$ cat src/rtl/cq_pkg.sv
// Shared types and helpers for the circular-queue pointer controller.
package cq_pkg;

    typedef enum logic [0:0] {
        CQ_RUN   = 1'b0,
        CQ_FLUSH = 1'b1
    } cq_state_e;

    // Modulo-depth increment that works for non power-of-two depths.
    function automatic int unsigned cq_idx_inc(input int unsigned idx, input int unsigned depth);
        return (idx == depth - 1) ? 0 : idx + 1;
    endfunction

endpackage

$ cat src/rtl/cq_idx_counter.sv
// Modulo-DEPTH index counter with enable and synchronous clear (head/tail pointers).
module cq_idx_counter #(
    parameter int unsigned DEPTH = 8,
    parameter int unsigned IDX_W = $clog2(DEPTH)
) (
    input  logic             clk_i,
    input  logic             rst_ni,
    input  logic             clr_i,
    input  logic             en_i,
    output logic [IDX_W-1:0] idx_o
);
    import cq_pkg::*;

    logic [IDX_W-1:0] idx_d, idx_q;

    always_comb begin
        idx_d = idx_q;
        if (clr_i) begin
            idx_d = '0;
        end else if (en_i) begin
            idx_d = IDX_W'(cq_idx_inc(32'(idx_q), DEPTH));
        end
    end

    always_ff @(posedge clk_i or negedge rst_ni) begin
        if (!rst_ni) begin
            idx_q <= '0;
        end else begin
            idx_q <= idx_d;
        end
    end

    assign idx_o = idx_q;

endmodule

$ cat src/rtl/cq_updn_cnt.sv
// Generic up/down counter with synchronous clear and load; clear beats load beats count.
module cq_updn_cnt #(
    parameter int unsigned WIDTH = 4
) (
    input  logic             clk_i,
    input  logic             rst_ni,
    input  logic             clr_i,
    input  logic             ld_i,
    input  logic [WIDTH-1:0] ld_val_i,
    input  logic             en_i,
    input  logic             dn_i,
    output logic [WIDTH-1:0] cnt_o
);
    logic [WIDTH-1:0] cnt_d, cnt_q;

    always_comb begin
        cnt_d = cnt_q;
        if (clr_i) begin
            cnt_d = '0;
        end else if (ld_i) begin
            cnt_d = ld_val_i;
        end else if (en_i) begin
            cnt_d = dn_i ? cnt_q - WIDTH'(1) : cnt_q + WIDTH'(1);
        end
    end

    always_ff @(posedge clk_i or negedge rst_ni) begin
        if (!rst_ni) begin
            cnt_q <= '0;
        end else begin
            cnt_q <= cnt_d;
        end
    end

    assign cnt_o = cnt_q;

endmodule

$ cat src/rtl/cq_ptr_ctl.sv
// Head/tail/occupancy controller for a circular queue with flush FSM.
// Optional registered almost_full_o output when LEN5_CQ_ALMOST_FULL_EN is defined.
module cq_ptr_ctl #(
    parameter int unsigned DEPTH        = 8,
    parameter int unsigned IDX_W        = $clog2(DEPTH),
    parameter int unsigned CNT_W        = $clog2(DEPTH + 1),
    parameter int unsigned FLUSH_CYCLES = 1
`ifdef LEN5_CQ_ALMOST_FULL_EN
    ,
    parameter int unsigned AF_THRESH    = DEPTH - 2
`endif
) (
    input  logic             clk_i,
    input  logic             rst_ni,
    input  logic             flush_i,
`ifdef LEN5_CQ_ALMOST_FULL_EN
    output logic             almost_full_o,
`endif
    input  logic             push_valid_i,
    output logic             push_ready_o,
    input  logic             pop_ready_i,
    output logic             pop_valid_o,
    output logic             wr_en_o,
    output logic             rd_en_o,
    output logic [IDX_W-1:0] tail_idx_o,
    output logic [IDX_W-1:0] head_idx_o,
    output logic [CNT_W-1:0] count_o,
    output logic             empty_o,
    output logic             full_o
);
    import cq_pkg::*;

    localparam int unsigned FC_W = $clog2(FLUSH_CYCLES + 1);
    localparam logic [FC_W-1:0] FcLoad = FC_W'(FLUSH_CYCLES);

    cq_state_e       state_d, state_q;
    logic [FC_W-1:0] fc_d, fc_q;
    logic            flush_entry;
    logic            run;

    always_comb begin
        state_d     = state_q;
        fc_d        = fc_q;
        flush_entry = 1'b0;
        unique case (state_q)
            CQ_RUN: begin
                if (flush_i) begin
                    state_d     = CQ_FLUSH;
                    fc_d        = FcLoad;
                    flush_entry = 1'b1;
                end
            end
            CQ_FLUSH: begin
                // Any flush during the exit countdown restarts it.
                if (flush_i) begin
                    fc_d = FcLoad;
                end else if (fc_q <= FC_W'(1)) begin
                    state_d = CQ_RUN;
                    fc_d    = '0;
                end else begin
                    fc_d = fc_q - FC_W'(1);
                end
            end
            default: state_d = CQ_RUN;
        endcase
    end

    always_ff @(posedge clk_i or negedge rst_ni) begin
        if (!rst_ni) begin
            state_q <= CQ_RUN;
            fc_q    <= '0;
        end else begin
            state_q <= state_d;
            fc_q    <= fc_d;
        end
    end

    assign run          = (state_q == CQ_RUN);
    assign empty_o      = (count_o == '0);
    assign full_o       = (count_o == CNT_W'(DEPTH));
    assign push_ready_o = run & ~full_o;
    assign pop_valid_o  = run & ~empty_o;
    // A flush request wins over any handshake in the same cycle.
    assign wr_en_o      = push_valid_i & push_ready_o & ~flush_i;
    assign rd_en_o      = pop_valid_o & pop_ready_i & ~flush_i;

    cq_idx_counter #(
        .DEPTH (DEPTH),
        .IDX_W (IDX_W)
    ) u_tail (
        .clk_i  (clk_i),
        .rst_ni (rst_ni),
        .clr_i  (flush_entry),
        .en_i   (wr_en_o),
        .idx_o  (tail_idx_o)
    );

    cq_idx_counter #(
        .DEPTH (DEPTH),
        .IDX_W (IDX_W)
    ) u_head (
        .clk_i  (clk_i),
        .rst_ni (rst_ni),
        .clr_i  (flush_entry),
        .en_i   (rd_en_o),
        .idx_o  (head_idx_o)
    );

    cq_updn_cnt #(
        .WIDTH (CNT_W)
    ) u_occ (
        .clk_i    (clk_i),
        .rst_ni   (rst_ni),
        .clr_i    (flush_entry),
        .ld_i     (1'b0),
        .ld_val_i ('0),
        .en_i     (wr_en_o ^ rd_en_o),
        .dn_i     (rd_en_o & ~wr_en_o),
        .cnt_o    (count_o)
    );

`ifdef LEN5_CQ_ALMOST_FULL_EN
    logic [CNT_W-1:0] cnt_nxt;
    logic             af_d, af_q;

    always_comb begin
        cnt_nxt = count_o;
        if (flush_entry) begin
            cnt_nxt = '0;
        end else if (wr_en_o & ~rd_en_o) begin
            cnt_nxt = count_o + CNT_W'(1);
        end else if (rd_en_o & ~wr_en_o) begin
            cnt_nxt = count_o - CNT_W'(1);
        end
        af_d = (state_d == CQ_RUN) && (32'(cnt_nxt) >= AF_THRESH);
    end

    always_ff @(posedge clk_i or negedge rst_ni) begin
        if (!rst_ni) begin
            af_q <= 1'b0;
        end else begin
            af_q <= af_d;
        end
    end

    assign almost_full_o = af_q;
`endif

    cnt_le_depth_a: assert property (@(posedge clk_i) disable iff (!rst_ni)
        32'(count_o) <= DEPTH);
    no_underflow_a: assert property (@(posedge clk_i) disable iff (!rst_ni)
        !(rd_en_o && !wr_en_o && empty_o));

endmodule

$ cat config.mk
export PLATFORM = sky130hd
export DESIGN_NAME = cq_ptr_ctl
export DESIGN_NICKNAME = d
export VERILOG_FILES = /design/src/rtl/cq_pkg.sv /design/src/rtl/cq_idx_counter.sv /design/src/rtl/cq_updn_cnt.sv /design/src/rtl/cq_ptr_ctl.sv
export SDC_FILE = /design/constraint.sdc
export NUM_CORES = 1
export LEC_CHECK = 0
export CAP_MARGIN = 20
export CORE_UTILIZATION = 40
export CTS_CLUSTER_SIZE = 20
export DETAILED_ROUTE_END_ITERATION = 16
export PLACE_DENSITY = 0.79
export SLEW_MARGIN = 20
export SYNTH_ARGS = -nofsm -noshare
export SYNTH_HDL_FRONTEND = slang
export SYNTH_SLANG_ARGS = --single-unit
$ cat constraint.sdc
create_clock -name clk_i -period 2.24 [get_ports clk_i]
set_input_delay 0.56 -clock clk_i [delete_from_list [all_inputs] [get_ports clk_i]]
set_output_delay 0.56 -clock clk_i [all_outputs]
set_load 0.02 [all_outputs]
==> impl_metrics.env <==
export IMPL_crit_path_start_kind="register"
export IMPL_status="finished, final reports clean"
export IMPL_syn_area_um2=719.4
export IMPL_path_clk_slew_ps=80
export IMPL_postLayoutSetupSlackWorst_ps=0.1119
export IMPL_fmax_ghz=0.4465
export IMPL_place_congestion=0.7852
export IMPL_drc=0
export IMPL_irDropWorstVdd_uv=696.5
export IMPL_cts_tree="yes"
export IMPL_cts_root_buf="clkbuf_4"
export IMPL_setup_violations=0
export IMPL_rsz0062_at_grt="yes"
export IMPL_arrival_ps=2390
export IMPL_cts_buffer_depth=2
export IMPL_die_w_um=44.41
export IMPL_crit_path_cell_trace="o41ai_4 > nor3_2 > buf_4 > ha_4 > ha_4 > nand3_4 > and4b_1 > o21ai_1 > o31ai_1"
export IMPL_final_min_clock_period_ps=2240
export IMPL_num_antenna_cells=0
export IMPL_hold_violations=0
export IMPL_insertion_delay_ps=270
export IMPL_crit_path_max_fanout=5
export IMPL_die_y_um=44.41
export IMPL_num_io_pins=21
export IMPL_finalNonFillerCells=131
export IMPL_antenna_found_initial=0
export IMPL_overflow=0
export IMPL_p_total_mw=1.172
export IMPL_initial_core_util_pct=45.13
export IMPL_ys_flop_type="dfrtp_1"
export IMPL_synth_seq_cells=11
export IMPL_critPathMaxStageDelay_ps=450
export IMPL_cp_slowest_cell="dfrtp_2"
export IMPL_period_share_pct=100.0
export IMPL_hp_class="reg -> reg"
export IMPL_cap_violations=0
export IMPL_avgSynthCellArea_um2=10.43
export IMPL_grt_start_max_net_pins=12
export IMPL_max_slew_margin_pct=64.26
export IMPL_die_area_um2=1972
export IMPL_dp_final_hpwl_um=1301
export IMPL_post_place_ws_ps=-329.9
export IMPL_tightest_slew_ps=534.4
export IMPL_finalClockSkew_ps=7.334
export IMPL_grt_pass1_vias=602
export IMPL_pwr_density_cell_nw_per_um2=1006
export IMPL_port_buffers=20
export IMPL_ys_seq_area_share_pct=38.26
export IMPL_synthesis_nets=82
export IMPL_crit_required_ps=2390
export IMPL_path_class="reg -> reg"
export IMPL_groute_usage_overall_pct=20.68
export IMPL_wl_per_cell_um=13.78
export IMPL_grt_first_pass_wirelength_um=2822
export IMPL_cpMostUsedCell="ha_4"
export IMPL_yosysWarnings=0
export IMPL_area_delta_synth_final_pct=61.91
export IMPL_clkSinkCount=11
export IMPL_firstDrtPassIters=4
export IMPL_final_util_pct=73.08
export IMPL_cts_buffers=3
export IMPL_synthCells=69
export IMPL_finalWirelength_um=1805
export IMPL_first_iter_violations=19
export IMPL_final_net_count=121
export IMPL_drt_vias_per_instance=5.084
export IMPL_cp_end_kind="register"
export IMPL_dpl_cell_count=122
export IMPL_holdWs_ps=547.1
export IMPL_synth_cell_types=26
export IMPL_core_area_um2=1594
export IMPL_synth_edf_count=0
export IMPL_route_vias_total=666
export IMPL_async_reset_ff_share_pct=100.0
export IMPL_postRouteAntennaNets=0
export IMPL_slew_viol_final=0
export IMPL_htreeDepth=1
export IMPL_row_count=14
export IMPL_p_leak_nw=0.5292
export IMPL_layout_cells_most_common="buf_4"
export IMPL_n_fill_cell=109
export IMPL_final_cell_mix="15 x buf_4, 13 x clkdlybuf4s50_1, 7 x nor2_1, 7 x dfrtp_1, 6 x nand2_1"
export IMPL_drive_gt1_share_pct=34.58
## sequential cells by signal, summed over array words and instances (netlist names)
signal and flops:
state_q 1, u_occ.cnt_o 4, u_tail.idx_o 3, u_head.idx_o 3
## per-stage QoR
stage / setup TNS, ps / instance area [um^2]
final: 0 / 1165
after global routing: -166.0 / 1165
after CTS: -5.165 / 1109
after detailed placement: -1349 / 1057
after floorplan: -182.9 / 755.7
after global placement: -1321 / 1057
## final cells by class
class	count	area (um^2)	share of cell area (%)
multi-input cells	56	524.3	45.01
repair buffers	35	300.3	25.78
flip-flops and latches	11	280.3	24.06
well taps	24	30.03	2.578
clock buffers	4	26.28	2.256
inverters	1	3.754	0.3222
## routing by layer
metal	up-vias	part of all wire (%)	GRT usage, %
met5	-	0	0
met1	320	48	28.57
met3	2	2.5	2.449
met2	16	48	30.88
met4	0	1.3	12.73
li1	328	-	-
## Yosys cell counts (2+ instances only)
master   number  area [um^2]
a21oi_1       2        10.01
a22oi_1       2        15.01
dfrtp_1      11        275.3
ha_1          7        87.58
mux2i_1       5        50.05
nand2_1       6        22.52
nor2_1        8        30.03
nor2b_1       3        18.77
nor3_1        3        15.01
o21ai_0       5        25.02
o21ai_1       2        10.01
## critical path: cells and delay by family (launching register included)
kind | cells | cell delay [ps]
compound gates | 3 | 620
fa+ha+maj | 2 | 500
flops | 1 | 450
simple gates | 3 | 400
buf+inv | 1 | 150
## where the power goes
part	internal, mW	leakage, nW	total (mW)	switching, mW
combinational	0.348	0.375	0.685	0.337
clock	0.0689	0.0150	0.138	0.0695
sequential	0.260	0.140	0.348	0.0884
## cells by family (layout without fill, tap and decap cells)
| logic type | Yosys count | in the layout | synth area share, % |
|---|---|---|---|
| flip-flops | 11 | 11 | 38.26 |
| buffers and inverters | 2 | 40 | 1.042 |
| AND/OR/NAND/NOR | 27 | 27 | 22.09 |
| multiplexers | 5 | 5 | 6.957 |
| adder cells (fa/ha/maj) | 8 | 8 | 14.96 |
| XOR/XNOR | 2 | 2 | 2.435 |
| AO/OA/AOI/OAI | 14 | 14 | 14.26 |
## path summary, 6_finish.rpt
check	from	endpoint	slack (ps)	depth (start not counted)
setup reg to reg	u_occ.cnt_o[1]	u_occ.cnt_o[3]	0.1	9
hold / removal	u_head.idx_o[1]	u_head.idx_o[1]	550	2
min in group asynchronous	rst_ni	u_tail.idx_o[1]	630	1
max in group asynchronous	rst_ni	u_occ.cnt_o[2]	1210	1
setup / recovery	u_occ.cnt_o[1]	u_occ.cnt_o[3]	0.1	9
hold reg to reg	u_head.idx_o[1]	u_head.idx_o[1]	550	2
## what timing repair did
action	4_1_cts	5_1_grt
hold buffers	0	0
setup buffers	2	3
cloned	0	0
setup endpoints to repair	8	6
gates resized for setup	10	11
pin swaps	2	8
(Power assumes the default switching activity.)
==> RTL change, RTL diff (same settings) <==
Add a define of `LEN5_CQ_ALMOST_FULL_EN`.
--- a/src/rtl/cq_ptr_ctl.sv
+++ b/src/rtl/cq_ptr_ctl.sv
@@ -1,5 +1,7 @@
 // Head/tail/occupancy controller for a circular queue with flush FSM.
 // Optional registered almost_full_o output when LEN5_CQ_ALMOST_FULL_EN is defined.
+`define LEN5_CQ_ALMOST_FULL_EN
+
 module cq_ptr_ctl #(
     parameter int unsigned DEPTH        = 8,
     parameter int unsigned IDX_W        = $clog2(DEPTH),
Check against the original RTL (old outputs only; new: almost_full_o): equivalent (equiv_simple and equiv_induct, registers matched by name and starting in step).
==> RTL change against the unedited design <==
- the run now ends with negative setup slack left
- combinational power is 23% higher
- synthesized area is 29% higher
- sequential cell count is 1 higher
- cell area is 22% higher
- wire length is 46% higher
- total power is 13% higher
- global-route usage is 2.3 points higher
- critical path depth is 3 higher
- worst setup slack worse by 0.088 ns
- sequential power is 5% lower
- utilization is 8.4 points lower
==> RTL change: results <==
{
  "gp_congestion": 0.824,
  "drive_gt1_share_pct": 38.4,
  "cp_max_fo": 7,
  "ys_seq_area_share_pct": 32.4,
  "grt_pass1_vias": 932,
  "track_usage_pct": 23.0,
  "skew_ns": 0.00454,
  "fin_tns_setup_ns": -0.189,
  "status": "finished, violations left",
  "hpwl_um": 1820,
  "grt_max_degree": 15,
  "post_drt_wl_per_cell_um": 15.2,
  "whs_ns": 0.568,
  "yosysUniqueCellTypes": 40,
  "violations": "negative setup slack",
  "synth_mux_area_share_pct": 1.08,
  "multi_input_area_share_pct": 44.1,
  "cts_resized": 26,
  "critPathLaunch": "u_occ.cnt_o[0]",
  "nFillCells": 159,
  "cts.sinks": 12,
  "drtIter0Drc": 25,
  "synth_compound_area_share_pct": 13.0,
  "inv_count": 10,
  "r2r_cells": 12,
  "cp_top_family": "simple AND/OR/NAND/NOR gates",
  "num_vias": 965,
  "num-nets-final": 160,
  "grt_util_met3_pct": 4.85,
  "setup_viol": 3,
  "clock_area_share_pct": 1.85,
  "wl_met3_um": 91,
  "worstMarginPinSlew_ns": 0.574,
  "peakVddDrop_mv": 0.531,
  "num-nonclk-buffers": 48,
  "post_cts_buffers": 6,
  "grt_pass1_wl_um": 4240,
  "io_buffers": 21,
  "synth_fa_ha_area_share_pct": 10.8,
  "slowest_delay_ns": 0.42,
  "met2_usage_pct": 41.6,
  "synth_xor_area_share_pct": 4.72,
  "wl_met1_um": 1130,
  "synth.area.top_cells": "dfrtp_1 (32%), ha_1 (11%), inv_1 (4.0%)",
  "clk_latency_ns": 0.29,
  "r2r-start": "u_occ.cnt_o[0]",
  "synth_top_cells_by_count": "dfrtp_1 (12), inv_1 (10), ha_1 (8)",
  "finalWorstSetupSlack_ns": -0.0880,
  "buffer_area_share_pct": 27.5,
  "dr_wl_met2_um": 1380
}
## RTL change: through the flow
step | instance area [sq um] | setup slack [ns] | instances
floorplan | 965 | -0.125 | 99
global placement | 1320 | -0.232 | 162
detailed placement | 1320 | -0.317 | 162
CTS | 1400 | -0.0752 | 172
global route | 1420 | -0.162 | 174
finish | 1420 | -0.0880 | 174
## RTL change: cell families after synthesis
kind of cell,after synthesis
flip-flops,12
AND/OR/NAND/NOR,43
adder cells (fa/ha/maj),8
AO/OA/AOI/OAI,15
multiplexers,1
XOR/XNOR,5
buffers and inverters,15
## RTL change: power by group
group | internal [mW] | leakage [nW] | total, mW | switching, mW
clock | 0.0694 | 0.0150 | 0.150 | 0.0805
combinational | 0.423 | 0.459 | 0.842 | 0.419
sequential | 0.274 | 0.156 | 0.332 | 0.0577
total | 0.767 | 0.630 | 1.32 | 0.557
## RTL change: tightest hold or removal path, cell delays in order, from the launching register on
cell	delay [ns]
dfrtp_1	0.40
nand2_1	0.07
o221ai_1	0.06
